### src/rtl/serial_add_pkg.sv
// Shared types and helpers for the serial slice adder sequencer.
package serial_add_pkg;

    localparam int SLICE_W = 3;

    typedef enum logic [1:0] {
        IDLE = 2'd0,
        RUN  = 2'd1,
        DONE = 2'd2
    } state_t;

    function automatic int slice_count(input int width);
        return width / SLICE_W;
    endfunction

endpackage

### src/rtl/add3_slice.sv
// Purely combinational 3-bit ripple-carry slice adder.
module add3_slice
    import serial_add_pkg::*;
(
    input  logic [SLICE_W-1:0] a,
    input  logic [SLICE_W-1:0] b,
    input  logic               cin,
    output logic [SLICE_W-1:0] sum,
    output logic               cout
);

    assign {cout, sum} = {1'b0, a} + {1'b0, b} + {{SLICE_W{1'b0}}, cin};

endmodule

### src/rtl/serial_add_sequencer.sv
// Wide adder built from one 3-bit slice, one slice per clock, LSB first.
// Optional saturation on carry-out is enabled by defining SERIAL_ADD_SAT_EN.
module serial_add_sequencer
    import serial_add_pkg::*;
#(
    parameter int WIDTH = 12
) (
    input  logic             clk,
    input  logic             rst,
    input  logic             in_valid,
    output logic             in_ready,
    input  logic [WIDTH-1:0] a,
    input  logic [WIDTH-1:0] b,
    input  logic             cin,
    output logic             out_valid,
    input  logic             out_ready,
    output logic [WIDTH-1:0] sum,
    output logic             cout,
`ifdef SERIAL_ADD_SAT_EN
    output logic             ovf,
`endif
    output logic             busy
);

    localparam int SLICES = slice_count(WIDTH);
    localparam int IDX_W  = (SLICES > 1) ? $clog2(SLICES) : 1;

    if ((WIDTH <= 0) || ((WIDTH % SLICE_W) != 0)) begin : g_bad_width
        $error("serial_add_sequencer: WIDTH must be a positive multiple of 3");
    end

    state_t             state_q, state_d;
    logic               in_ready_q, out_valid_q;
    logic [WIDTH-1:0]   a_q, b_q, sum_q;
    logic               carry_q;
    logic [IDX_W-1:0]   idx_q;
    logic               accept, last;
    logic [SLICE_W-1:0] slice_sum;
    logic               slice_cout;

    add3_slice u_slice (
        .a    (a_q[idx_q*SLICE_W +: SLICE_W]),
        .b    (b_q[idx_q*SLICE_W +: SLICE_W]),
        .cin  (carry_q),
        .sum  (slice_sum),
        .cout (slice_cout)
    );

    always_comb begin
        state_d = state_q;
        accept  = 1'b0;
        last    = 1'b0;
        case (state_q)
            IDLE: begin
                if (in_valid && in_ready_q) begin
                    accept  = 1'b1;
                    state_d = RUN;
                end
            end
            RUN: begin
                last = (idx_q == IDX_W'(SLICES - 1));
                if (last) state_d = DONE;
            end
            DONE: begin
                if (out_ready) state_d = IDLE;
            end
            default: state_d = IDLE;
        endcase
    end

    // Handshake flags are registered from the next state so neither depends
    // combinationally on in_valid/out_ready, and in_ready stays low in reset.
    always_ff @(posedge clk or posedge rst) begin
        if (rst) begin
            state_q     <= IDLE;
            in_ready_q  <= 1'b0;
            out_valid_q <= 1'b0;
        end else begin
            state_q     <= state_d;
            in_ready_q  <= (state_d == IDLE);
            out_valid_q <= (state_d == DONE);
        end
    end

    always_ff @(posedge clk) begin
        if (accept) begin
            a_q <= a;
            b_q <= b;
        end
    end

    always_ff @(posedge clk or posedge rst) begin
        if (rst) begin
            sum_q   <= '0;
            carry_q <= 1'b0;
            idx_q   <= '0;
        end else if (accept) begin
            sum_q   <= '0;
            carry_q <= cin;
            idx_q   <= '0;
        end else if (state_q == RUN) begin
            sum_q[idx_q*SLICE_W +: SLICE_W] <= slice_sum;
            carry_q <= slice_cout;
            idx_q   <= last ? '0 : idx_q + IDX_W'(1);
`ifdef SERIAL_ADD_SAT_EN
            if (last && slice_cout) sum_q <= '1;
`endif
        end
    end

`ifdef SERIAL_ADD_SAT_EN
    logic ovf_q;

    always_ff @(posedge clk or posedge rst) begin
        if (rst) begin
            ovf_q <= 1'b0;
        end else if (accept || (state_d == IDLE)) begin
            ovf_q <= 1'b0;
        end else if ((state_q == RUN) && last && slice_cout) begin
            ovf_q <= 1'b1;
        end
    end

    assign ovf = ovf_q;
`endif

    assign in_ready  = in_ready_q;
    assign out_valid = out_valid_q;
    assign sum       = sum_q;
    assign cout      = carry_q;
    assign busy      = (state_q == RUN);

endmodule

### config.mk
export PLATFORM = sky130hd
export DESIGN_NAME = serial_add_sequencer
export DESIGN_NICKNAME = d
export VERILOG_FILES = /design/src/rtl/serial_add_pkg.sv /design/src/rtl/add3_slice.sv /design/src/rtl/serial_add_sequencer.sv
export SDC_FILE = /design/constraint.sdc
export NUM_CORES = 1
export LEC_CHECK = 0
export BUFFER_PORTS_ARGS = -buffer_cell sky130_fd_sc_hd__buf_2
export CORE_MARGIN = 4
export CORE_UTILIZATION = 56
export DETAILED_ROUTE_END_ITERATION = 6
export PLACE_DENSITY = 0.86
export RECOVER_POWER = 100
export SYNTH_ARGS = -nofsm -noshare
export SYNTH_HDL_FRONTEND = slang
export SYNTH_SLANG_ARGS = --single-unit
### constraint.sdc
create_clock -name clk -period 4.5 [get_ports clk]
set_clock_uncertainty 0.15 [all_clocks]
set_input_delay 0.675 -clock clk [delete_from_list [all_inputs] [get_ports clk]]
set_output_delay 0.675 -clock clk [all_outputs]
set_load 0.05 [all_outputs]
==> implementation parameters, run 1 <==
Parameter                              Value

Worst setup path
  Crit. Startpoint    idx_q[0]$_DFFE_PP0P_
  Worst r2r dst    sum[1]$_DFFE_PP0P_
  Worst R2R Path Depth    6
  R2R Setup Slk    1260 ps
  Worst path arrival time    ~3400 ps
  Crit-path max FO    15
  Critical Path End    sum[1]$_DFFE_PP0P_
  Sequence of cells on the critical path    mux4_2 -> fa_1 -> inv_1 -> fa_1 -> or4_1 -> a21oi_1
  Path type of the worst setup path    reg2reg
  CP most frequent cell    fa_1
  RR Startpoint    idx_q[0]$_DFFE_PP0P_
  Startpoint type of the worst setup path    register
  Crit-path slowest cell    dfrtp_1
  Crit path capture type    register
  Endpoint required time on the critical path    4610 ps
  Peak per-stage delay on the critical path    about 740 ps

STA
  Highest clock frequency the design can meet    309 MHz
  Fin. Hold Viols    0
  TNS Setup    0 ps
  Final worst slack    ~1300 ps
  Worst Tran Pin Value    about 1100 ps
  Max-slew violation count    0
  RSZ-0062 raised after global routing    false
  Final setup fails    0
  Worst slew slack as a fraction of its limit    about a quarter
  Minimum clock period after layout    roughly 3200 ps
  Final Cycle Share    72.0%

Logic synthesis
  Synth top area cells    edfxtp_1 (39%), dfrtp_1 (26%), mux4_2 (7.4%)
  Summed instance area of the synthesized netlist    around 1800 µm²
  Largest family of logic cells by synthesized area    compound AO/OA/AOI/OAI gates
  Multiplexer share of the synthesized area    between 7 and 8%
  Post-synth net total    157
  Distinct cell type count after synthesis    31
  Avg Cell Area, Syn    roughly 15 µm²
  Total of flip-flops plus latches after synthesis    between 40 and 50
  Most frequently used flop master after synthesis    edfxtp_1
  Count of flip-flops with a built-in enable after synthesis    24
  Area share of the largest cell type after synthesis    between 30% and 40%
  Portion of the post-synthesis area used by sequential elements    around 65%
  Async set-reset flop share out of synthesis    between 40% and 50%
  Share of synthesized cell area in and, or, nand and nor gates    8.63%
  Number of standard cells after synthesis    120
  Post-synthesis compound-gate area fraction    9.04%
  Yosys synthesis warning count    0
  Leading area contributor after synthesis    edfxtp_1
  Share of synthesized cell area in full adder, half adder and majority cells    under 10%
  Share of the synthesized netlist area taken by xor and xnor gates    less than 1%

Clock tree
  CTS resizes    0
  Number of buffers on the longest clock path    2
  Clock latency reported for the late side of the worst-skew pair    ~340 ps
  CTS Hold Bufs    0
  Root buffer selected by CTS    clkbuf_4
  Clock-pin slew reported for the worst setup and hold paths after clock tree synthesis    120 ps
  Number of levels in the clock H-tree    2
  TritonCTS clock tree    yes
  Post-CTS setup buffers    0
  TritonCTS Sinks    between 40 and 50
  Number of buffers added by the clock tree synthesis step    5

Pwr
  Clock group share of total power    12.1%
  Net Sw Power    roughly 0.6 mW
  Sw Share    between 40% and 50%
  Internal Dissipation    0.791 mW
  Relative contribution of combinational cells to total power    a little under half
  Reported leakage power    approximately 0.9 nW
  Sequential power share    between 40 and 50%
  Worst ir drop on vdd    between 0.2 and 0.3 mV
  Areal power density over the cells    roughly 660 nW/µm²

Routing
  Antenna-violating nets left    0
  Detailed-route via count    ~1200
  Violation count after the first detailed-routing iteration    between 50 and 60
  Detailed-router iteration count before antenna repair    4
  Total detailed-routing wirelength    approximately 3200 µm
  Via-per-instance ratio    5.43
  Average wire length per cell after detail routing    between 10 and 15 µm
  DRC Markers    0

Floorplanning
  Die Y    between 60 and 70 µm
  IO Pins    between 40 and 50
  Core Box Area    about 3100 µm²
  Starting density of the core    59.3%
  Die Outline Area    about 4200 µm²
  Row count    20
  Die width    65.1 µm

Placed design
  Final Wtd Congestion    between 0.8 and 0.9
  Placed wire-length estimate after detailed placement    2400 µm
  Post-place setup slack    1280 ps
  Port Buffer Count    44

Final layout
  Share of final-layout standard cells stronger than drive strength 1    approximately a quarter
  Inserted Diodes    0
  Number of nets in the final layout    a little over 200
  Area growth from synthesis to layout    15.8%
  Core Util, Final    between 60% and 70%

Flow run
  Max-cap violation count    0

Global route
  Global route total overflow    0
  Wire length of the first global-routing pass    about 5500 µm
  GRT Overall Usage    between 10% and 20%
  Via count of the first global-routing pass    around 1200
  Number of antenna violations at the first check in global routing    0
  Largest net degree at the start of global routing    34

Min path
  Worst hold-check path type    in2async

Run status
  Status    completed
how the worst min path moves through the flow:
stage | endpoint | slack, ps | cells past startpoint
finish | sum[5]$_DFFE_PP0P_ | 260 | 2
global route | idx_q[1]$_DFFE_PP0P_ | 310 | 2
CTS | sum[5]$_DFFE_PP0P_ | 290 | 2
detailed placement | sum[8]$_DFFE_PP0P_ | 320 | 1
global placement | sum[6]$_DFFE_PP0P_ | 310 | 1
floorplan | in_ready$_DFF_PP0_ | 390 | 1
Yosys cell counts (2+ instances only):
| library cell | instances |
|---|---|
| fa_1 | 2 |
| o2bb2ai_1 | 6 |
| edfxtp_1 | 24 |
| nor3_1 | 4 |
| or4_1 | 2 |
| nand2_1 | 8 |
| dfrtp_1 | 19 |
| mux4_2 | 6 |
| a211oi_1 | 2 |
| a21o_1 | 3 |
| o21ai_0 | 3 |
| inv_2 | 3 |
| nand3b_1 | 3 |
| inv_1 | 6 |
| nor2_1 | 4 |
| a21oi_1 | 5 |
| ha_1 | 6 |
registers in the layout, indices dropped and copies added (netlist names):
signal	count
a_q	12
b_q	12
sum	12
idx_q	2
state_q	2
cout	1
in_ready	1
out_valid	1
power by group through the flow:
stage	combinational (mW)	clock (mW)	sequential (mW)
after floorplan	0.421	0	0.679
after global placement	0.635	0	0.595
after detailed placement	0.653	0	0.603
after CTS	0.656	0.174	0.594
after global routing	0.704	0.198	0.609
final	0.643	0.170	0.594
logic make-up after synthesis:
family          Yosys count
buf+inv                  11
simple gates             28
flops                    43
xor+xnor                  1
compound gates           23
fa+ha+maj                 8
mux                       6
metrics by stage:
stage                     cell area, µm²  hold WS [ps]  cells  total power, mW
final                               2120           256    214             1.41
after detailed placement            2090           319    206             1.26
after global routing                2120           307    214             1.51
after global placement              2090           308    206             1.23
after floorplan                     1830           391    120             1.10
after CTS                           2140           286    214             1.42
cells in the final DEF (no fill, tap or decap), types with 3 or more instances in the layout:
master and n:
ha_1 6, mux4_2 6, nor3_1 4, nand2_1 8, edfxtp_1 24, nand3b_1 3
a21o_1 3, buf_2 28, a21oi_1 5, o21ai_0 3, dfrtp_1 19, o2bb2ai_1 6
inv_1 7, nor2_1 4, clkbuf_1 17, clkbuf_4 5
per-layer routing:
metal	part of all wire (%)	vias up	track usage, %
met5	0	-	0
met4	1.3	0	5.44
met3	7.6	6	5.30
met2	51	49	29.8
met1	40	561	21.5
li1	-	547	-
critical path, delay by kind of cell, from the launching register on:
kind / cells / cell delay [ps]
fa+ha+maj: 2 / 910
flops: 1 / 740
simple gates: 1 / 480
mux: 1 / 600
buf+inv: 1 / 90
compound gates: 1 / 160
area by class of cell:
class	instances	area (µm²)
flip-flops and latches	43	1200
well taps	44	55.1
multi-input cells	66	582
clock buffers	6	41.3
repair buffers	44	200
inverters	9	33.8
fillers	227	962
clock inverters	2	7.51
No activity file was read; power rests on OpenSTA's default activity.
==> run 2, diff against run 1 <==
--- a/config.mk
+++ b/config.mk
@@ -7,9 +7,9 @@
 export LEC_CHECK = 0
 export BUFFER_PORTS_ARGS = -buffer_cell sky130_fd_sc_hd__buf_2
 export CORE_MARGIN = 4
-export CORE_UTILIZATION = 56
+export CORE_UTILIZATION = 47
 export DETAILED_ROUTE_END_ITERATION = 6
-export PLACE_DENSITY = 0.86
+export PLACE_DENSITY = 0.78
 export RECOVER_POWER = 100
 export SYNTH_ARGS = -nofsm -noshare
 export SYNTH_HDL_FRONTEND = slang
==> constraint.sdc (replaced) <==
create_clock -name clk -period 2.6 [get_ports clk]
set_clock_uncertainty 0.15 [all_clocks]
set_input_delay 0.39 -clock clk [delete_from_list [all_inputs] [get_ports clk]]
set_output_delay 0.39 -clock clk [all_outputs]
set_load 0.05 [all_outputs]
==> run 2 against run 1 <==
  * The run now ends with setup timing left
  * Clock power up 130%
  * Sequential power up 65%
  * Global-route usage down 2.1 points
  * Count of clock-buffer cells in the layout up 1
  * Sequential share of layout area down 2.5 points
  * Combinational power up 100%
  * Setup slack worse by 1300 ps
  * Critical endpoint unchanged
==> implementation parameters, run 2 (synthesis results as in run 1) <==
Parameter                              Value

Pwr
  Sequential power share    36.5% (-5.7 points)
  Relative contribution of combinational cells to total power    48.8% (+3.1 points)
  Worst ir drop on vdd    0.462 mV (+79%)
  Internal Dissipation    1.57 mW (+98%)
  Areal power density over the cells    1210 nW/µm² (+82%)
  Sw Share    41.5% (-2.3 points)
  Net Sw Power    1.11 mW (+81%)
  Reported leakage power    0.983 nW (+11%)
  Clock group share of total power    14.7% (+2.6 points)

Global route
  Wire length of the first global-routing pass    5880 µm (+6.6%)
  GRT Overall Usage    15.4% (-2.1 points)
  Global route hottest layer    met2
  Met2 GRT Util    24.1% (-5.6 points)
  Via count of the first global-routing pass    1239 (+2.8%)
  Number of antenna violations at the first check in global routing    0 (unchanged)
  GR Layer Usage met3    5.47% (+0.17 points)
  Grt met1 use    20.1% (-1.5 points)
  Largest net degree at the start of global routing    23 (-32%)
  Global route total overflow    0 (unchanged)

STA
  Final setup fails    1 (+1)
  Fin. Hold Viols    0 (unchanged)
  Max-slew violation count    0 (unchanged)
  TNS Setup    -31.2 ps (-31.2 ps)
  Minimum clock period after layout    2630 ps (-609 ps)
  Tightest hold margin    48.7 ps (-207 ps)
  RSZ-0062 raised after global routing    true
  Worst Tran Pin Value    712 ps (-428 ps)
  Final Cycle Share    101% (+29 points)
  Final worst slack    -31.2 ps (-1290 ps)
  Worst slew slack as a fraction of its limit    52.5% (+29 points)
  Highest clock frequency the design can meet    380 MHz (+23%)

Placed design
  Placed wire-length estimate after detailed placement    2500 µm (+4.5%)
  Post-place setup slack    -59.5 ps (-1340 ps)
  Port Buffer Count    44 (unchanged)
  Final Wtd Congestion    0.817 (+1.5%)

Clock tree
  TritonCTS Sinks    43 (unchanged)
  Clock-pin slew reported for the worst setup and hold paths after clock tree synthesis    80 ps (-40 ps)
  TritonCTS clock tree    yes
  Number of levels in the clock H-tree    2 (unchanged)
  CTS Hold Bufs    0 (unchanged)
  Clock latency reported for the late side of the worst-skew pair    290 ps (-50 ps)
  Post-CTS setup buffers    0 (unchanged)
  Number of buffers on the longest clock path    2 (unchanged)
  Number of buffers added by the clock tree synthesis step    5 (unchanged)
  Root buffer selected by CTS    clkbuf_8

Final layout
  Core Util, Final    59.6% (-9.1 points)
  Most frequent standard cell in the layout excluding fill and tap cells    buf_2
  Layout fillers    313 (+38%)
  Inserted Diodes    0 (unchanged)
  Share of final-layout standard cells stronger than drive strength 1    40.6% (+14 points)
  Area growth from synthesis to layout    21.2%
  Highest-count cells in the layout ignoring fill and taps    buf_2 (44), edfxtp_1 (24), dfrtp_1 (18), nand2_1 (8)
  Number of nets in the final layout    211 (+2.4%)

Min path
  Worst hold-check path type    in2async

Worst setup path
  Worst R2R Path Depth    6 (unchanged)
  Crit-path max FO    3 (-12)
  Critical Path End    sum[1]$_DFFE_PP0P_
  Worst path arrival time    2700 ps (-650 ps)
  Path type of the worst setup path    reg2reg
  Crit. Startpoint    idx_q[0]$_DFFE_PP0P_
  Worst r2r dst    sum[1]$_DFFE_PP0P_
  Startpoint type of the worst setup path    register
  Endpoint required time on the critical path    2670 ps (-1940 ps)
  Crit path capture type    register
  R2R Setup Slk    -30 ps (-1290 ps)
  RR Startpoint    idx_q[0]$_DFFE_PP0P_

Routing
  Detailed-router iteration count before antenna repair    4 (unchanged)
  Antenna-violating nets left    0 (unchanged)
  Average wire length per cell after detail routing    14.9 µm (+0.23%)
  Via-per-instance ratio    5.28 (-2.9%)
  DRC Markers    0 (unchanged)
  Total detailed-routing wirelength    3310 µm (+4.4%)
  Violation count after the first detailed-routing iteration    87 (+58%)
  Detailed-route via count    1177 (+1.2%)

Run status
  Violations in the final reports    setup timing
  Status    complete, but fails checks

Floorplanning
  Starting density of the core    49.2% (-10 points)
  Die Outline Area    4950 µm² (+17%)
  Die width    70.3 µm (+8.0%)
  Row count    22 (+10%)
  IO Pins    45 (unchanged)
  Core Box Area    3720 µm² (+21%)
  Die Y    70.3 µm (+8.0%)

Flow run
  Max-cap violation count    0 (unchanged)
## run 2: cell count changes in the layout (fill, tap and decap cells not counted), sizes merged
| cell | delta |
|---|---|
| clkinv | -1 |
| clkbuf | -15 |
| buf | +21 |
## run 2: through the flow
stage,power [mW],instance area (µm²),instances
final,2.68,2210,223
after CTS,2.71,2210,223
after global placement,2.28,2130,215
after global routing,2.90,2210,223
after detailed placement,2.31,2130,215
after floorplan,1.91,1830,120
## run 2: critical path, cell delays in order (launching register included)
cell and delay (ps):
dfrtp_2 400, mux4_2 520, fa_2 390, inv_2 70, fa_1 420, or4_1 470
a21oi_1 130
## run 2: per-layer routing
| metal | routed length, µm | share of wire (%) |
|---|---|---|
| met3 | 237 | 7.2 |
| met5 | 0 | 0 |
| met4 | 46 | 1.4 |
| met1 | 1430 | 43 |
| met2 | 1600 | 48 |
## run 2: worst min-delay path by stage
| stage | depth (start not counted) | startpoint | slack (ps) | endpoint |
|---|---|---|---|---|
| 2_1_floorplan | 1 | rst | 190 | cout$_DFFE_PP0P_ |
| 3_3_place_gp | 1 | sum[8]$_DFFE_PP0P_ | 310 | sum[8]$_DFFE_PP0P_ |
| 3_5_place_dp | 1 | sum[7]$_DFFE_PP0P_ | 310 | sum[7]$_DFFE_PP0P_ |
| 4_1_cts | 2 | rst | 80 | sum[4]$_DFFE_PP0P_ |
| 5_1_grt | 1 | b[2] | 100 | b_q[2]$_DFFE_PP_ |
| 6_report | 2 | rst | 50 | sum[1]$_DFFE_PP0P_ |
## run 2: final cells by class
class                   count  area, µm²  area share, %
multi-input cells          66        584           26.4
clock inverters             1       5.00          0.226
repair buffers             49        258           11.6
clock buffers               7       76.3           3.45
inverters                   9       33.8           1.53
well taps                  48       60.1           2.71
flip-flops and latches     43       1200           54.1
## run 2: power groups by stage
| stage | combinational [mW] | clock (mW) | sequential [mW] |
|---|---|---|---|
| global route | 1.44 | 0.449 | 1.00 |
| finish | 1.31 | 0.395 | 0.980 |
| floorplan | 0.737 | 0 | 1.18 |
| CTS | 1.32 | 0.406 | 0.982 |
| detailed placement | 1.31 | 0 | 0.995 |
| global placement | 1.30 | 0 | 0.983 |
## run 2: what timing repair did
| action | CTS | global route |
|---|---|---|
| gates resized for setup | 0 | 1 |
| hold endpoints to repair | 0 | 0 |
| setup endpoints to repair | 1 | 1 |
==> run 3, diff against run 2 <==
--- a/config.mk
+++ b/config.mk
@@ -11,6 +11,8 @@
 export DETAILED_ROUTE_END_ITERATION = 6
 export PLACE_DENSITY = 0.78
 export RECOVER_POWER = 100
+export REMOVE_ABC_BUFFERS = 1
 export SYNTH_ARGS = -nofsm -noshare
 export SYNTH_HDL_FRONTEND = slang
 export SYNTH_SLANG_ARGS = --single-unit
+export TNS_END_PERCENT = 10
==> run 3 against run 2 <==
  * The run still ends with setup timing left
  * Sequential power hardly changed
  * Power increased by 4.7%
  * Critical path depth did not move
  * Global-route usage shrank 0.43 points
  * Worst hold slack improved by 12 ps
  * Flip-flop and latch count unchanged
  * Combinational power about the same
  * Critical endpoint unchanged
  * Wire length increased by 3.0%
  * Die area did not move
  * Via count did not move
  * Highest routed layer unchanged
==> implementation parameters, run 3 (synthesis results as in run 1) <==
Parameter                              Value

STA
  Final setup fails    1 (unchanged)
  Minimum clock period after layout    2650 ps (+19.8 ps)
  Worst Tran Pin Value    723 ps (+11.0 ps)
  Final worst slack    -51.1 ps (-19.8 ps)
  Final Cycle Share    102% (+0.76 points)
  Fin. Hold Viols    0 (unchanged)
  RSZ-0062 raised after global routing    true
  Max-slew violation count    0 (unchanged)
  Tightest hold margin    60.4 ps (+11.7 ps)
  Highest clock frequency the design can meet    377 MHz (-0.75%)
  TNS Setup    -51.1 ps (-19.8 ps)
  Worst slew slack as a fraction of its limit    51.8% (-0.73 points)

Final layout
  Most frequent standard cell in the layout excluding fill and tap cells    buf_2
  Inserted Diodes    0 (unchanged)
  Area growth from synthesis to layout    21.9%
  Core Util, Final    59.9% (+0.34 points)
  Highest-count cells in the layout ignoring fill and taps    buf_2 (27), edfxtp_1 (24), dfrtp_1 (19), clkbuf_1 (17), nand2_1 (8)
  Share of final-layout standard cells stronger than drive strength 1    31.3% (-9.3 points)
  Cell area after layout    2230 µm² (+0.57%)
  Number of nets in the final layout    212 (+0.47%)

Worst setup path
  Worst path arrival time    2720 ps (+20 ps)
  R2R Setup Slk    -50 ps (-20 ps)
  RR Startpoint    idx_q[0]$_DFFE_PP0P_
  Endpoint required time on the critical path    2670 ps (about the same)
  Crit-path max FO    3 (unchanged)
  Worst R2R Path Depth    6 (unchanged)
  Worst r2r dst    sum[1]$_DFFE_PP0P_
  Path type of the worst setup path    reg2reg
  Startpoint type of the worst setup path    register
  Crit path capture type    register

Routing
  Violation count after the first detailed-routing iteration    75 (-14%)
  Via-per-instance ratio    5.25 (-0.45%)
  Wire length on met2    1680 µm (+4.9%)
  Routed metal-1 wirelength    1420 µm (-1.1%)
  Routed wire length on met3    260 µm (+9.7%)
  DRC Markers    0 (unchanged)
  Average wire length per cell after detail routing    15.2 µm (+2.5%)
  Antenna-violating nets left    0 (unchanged)
  Detailed-router iteration count before antenna repair    4 (unchanged)
  Detailed-route via count    1177 (unchanged)
  Highest metal layer with signal wires    met4
  Total detailed-routing wirelength    3410 µm (+3.0%)

Clock tree
  Clock-pin slew reported for the worst setup and hold paths after clock tree synthesis    80 ps (about the same)
  TritonCTS clock tree    yes
  Clock latency reported for the late side of the worst-skew pair    290 ps (about the same)
  Root buffer selected by CTS    clkbuf_8
  Number of levels in the clock H-tree    2 (unchanged)
  TritonCTS Sinks    43 (unchanged)
  Number of buffers added by the clock tree synthesis step    5 (unchanged)
  Number of buffers on the longest clock path    2 (unchanged)

Placed design
  Placement Cell Area    2130 µm² (-0.12%)
  Final Wtd Congestion    0.875 (+7.1%)
  Port Buffer Count    44 (unchanged)
  Placed wire-length estimate after detailed placement    2530 µm (+0.96%)

Global route
  Global route total overflow    0 (unchanged)
  Largest net degree at the start of global routing    20 (-13%)
  Wire length of the first global-routing pass    5730 µm (-2.6%)
  Via count of the first global-routing pass    1226 (-1.0%)
  GRT Overall Usage    14.9% (-0.43 points)
  Number of antenna violations at the first check in global routing    0 (unchanged)

Run status
  Violations in the final reports    setup timing
  Status    complete, but fails checks

Pwr
  Relative contribution of combinational cells to total power    47.6% (-1.2 points)
  Sequential power share    34.8% (-1.7 points)
  Clock group share of total power    17.6% (+2.9 points)
  Sw Share    41.1% (-0.46 points)
  Areal power density over the cells    1260 nW/µm² (+4.1%)
  Reported leakage power    0.933 nW (-5.1%)
  Total Power Consumption    2.81 mW (+4.7%)
  Net Sw Power    1.15 mW (+3.5%)
  Internal Dissipation    1.66 mW (+5.5%)
  Worst ir drop on vdd    0.644 mV (+40%)

Floorplanning
  IO Pins    45 (unchanged)
  Core Box Area    3720 µm² (unchanged)
  Die Outline Area    4950 µm² (unchanged)
  Die width    70.3 µm (unchanged)
  Die Y    70.3 µm (unchanged)
  Starting density of the core    49.2% (unchanged)
  Row count    22 (unchanged)

Min path
  Worst hold-check path type    in2async

Flow run
  Max-cap violation count    0 (unchanged)
[run 3: cell count changes in the layout (fill, tap and decap cells not counted), sizes merged]
cell	previous run	this run
bufinv	0	1
buf	49	32
clkbuf	7	23
clkinv	1	2
[run 3: cell type report]
cell class	instances	area [µm²]
Clock inverter	3	38.8
Clock buffer	5	68.8
Fill cell	304	1490
Inverter	9	33.8
Multi-Input combinational cell	66	586
Sequential cell	43	1200
Timing Repair Buffer	50	244
Tap cell	48	60.1
[run 3: stage by stage]
step / setup slack [ps] / instances
finish: -51.1 / 224
global route: -161 / 224
CTS: -50.0 / 224
detailed placement: -122 / 215
global placement: -59.5 / 215
floorplan: -357 / 118
[run 3: repair_timing]
item,CTS,global route
hold buffers,0,0
buffers inserted,1,0
setup endpoints to repair,1,2
pin swaps,2,1
resized for setup,2,1
[run 3: power by group through the flow]
stage / Combinational (mW) / Clock [mW] / Sequential (mW)
after floorplan: 0.678 / 0 / 1.20
after global placement: 1.29 / 0 / 0.981
after detailed placement: 1.33 / 0 / 0.989
after CTS: 1.36 / 0.507 / 0.977
after global routing: 1.46 / 0.543 / 0.997
final: 1.34 / 0.495 / 0.978
[run 3: critical path, stage by stage, from the launching register on]
cell and delay, ps:
dfrtp_1 410, mux4_2 540, fa_2 390, inv_2 60, fa_1 410, or4_1 480
a21oi_1 130
[run 3: how the worst max path moves through the flow]
stage / startpoint / endpoint / slack [ps]
after floorplan: idx_q[0]$_DFFE_PP0P_ / sum[1]$_DFFE_PP0P_ / -360
after global placement: idx_q[0]$_DFFE_PP0P_ / sum[1]$_DFFE_PP0P_ / -60
after detailed placement: idx_q[0]$_DFFE_PP0P_ / sum[1]$_DFFE_PP0P_ / -120
after CTS: idx_q[0]$_DFFE_PP0P_ / sum[1]$_DFFE_PP0P_ / -50
after global routing: idx_q[0]$_DFFE_PP0P_ / sum[1]$_DFFE_PP0P_ / -160
final: idx_q[0]$_DFFE_PP0P_ / sum[1]$_DFFE_PP0P_ / -50
[run 3: per-layer routing]
layer / global-route usage (%) / vias up
met5: 0 / -
li1: - / 564
met3: 4.89 / 9
met2: 24.1 / 43
met1: 18.6 / 561
met4: 5.53 / 0
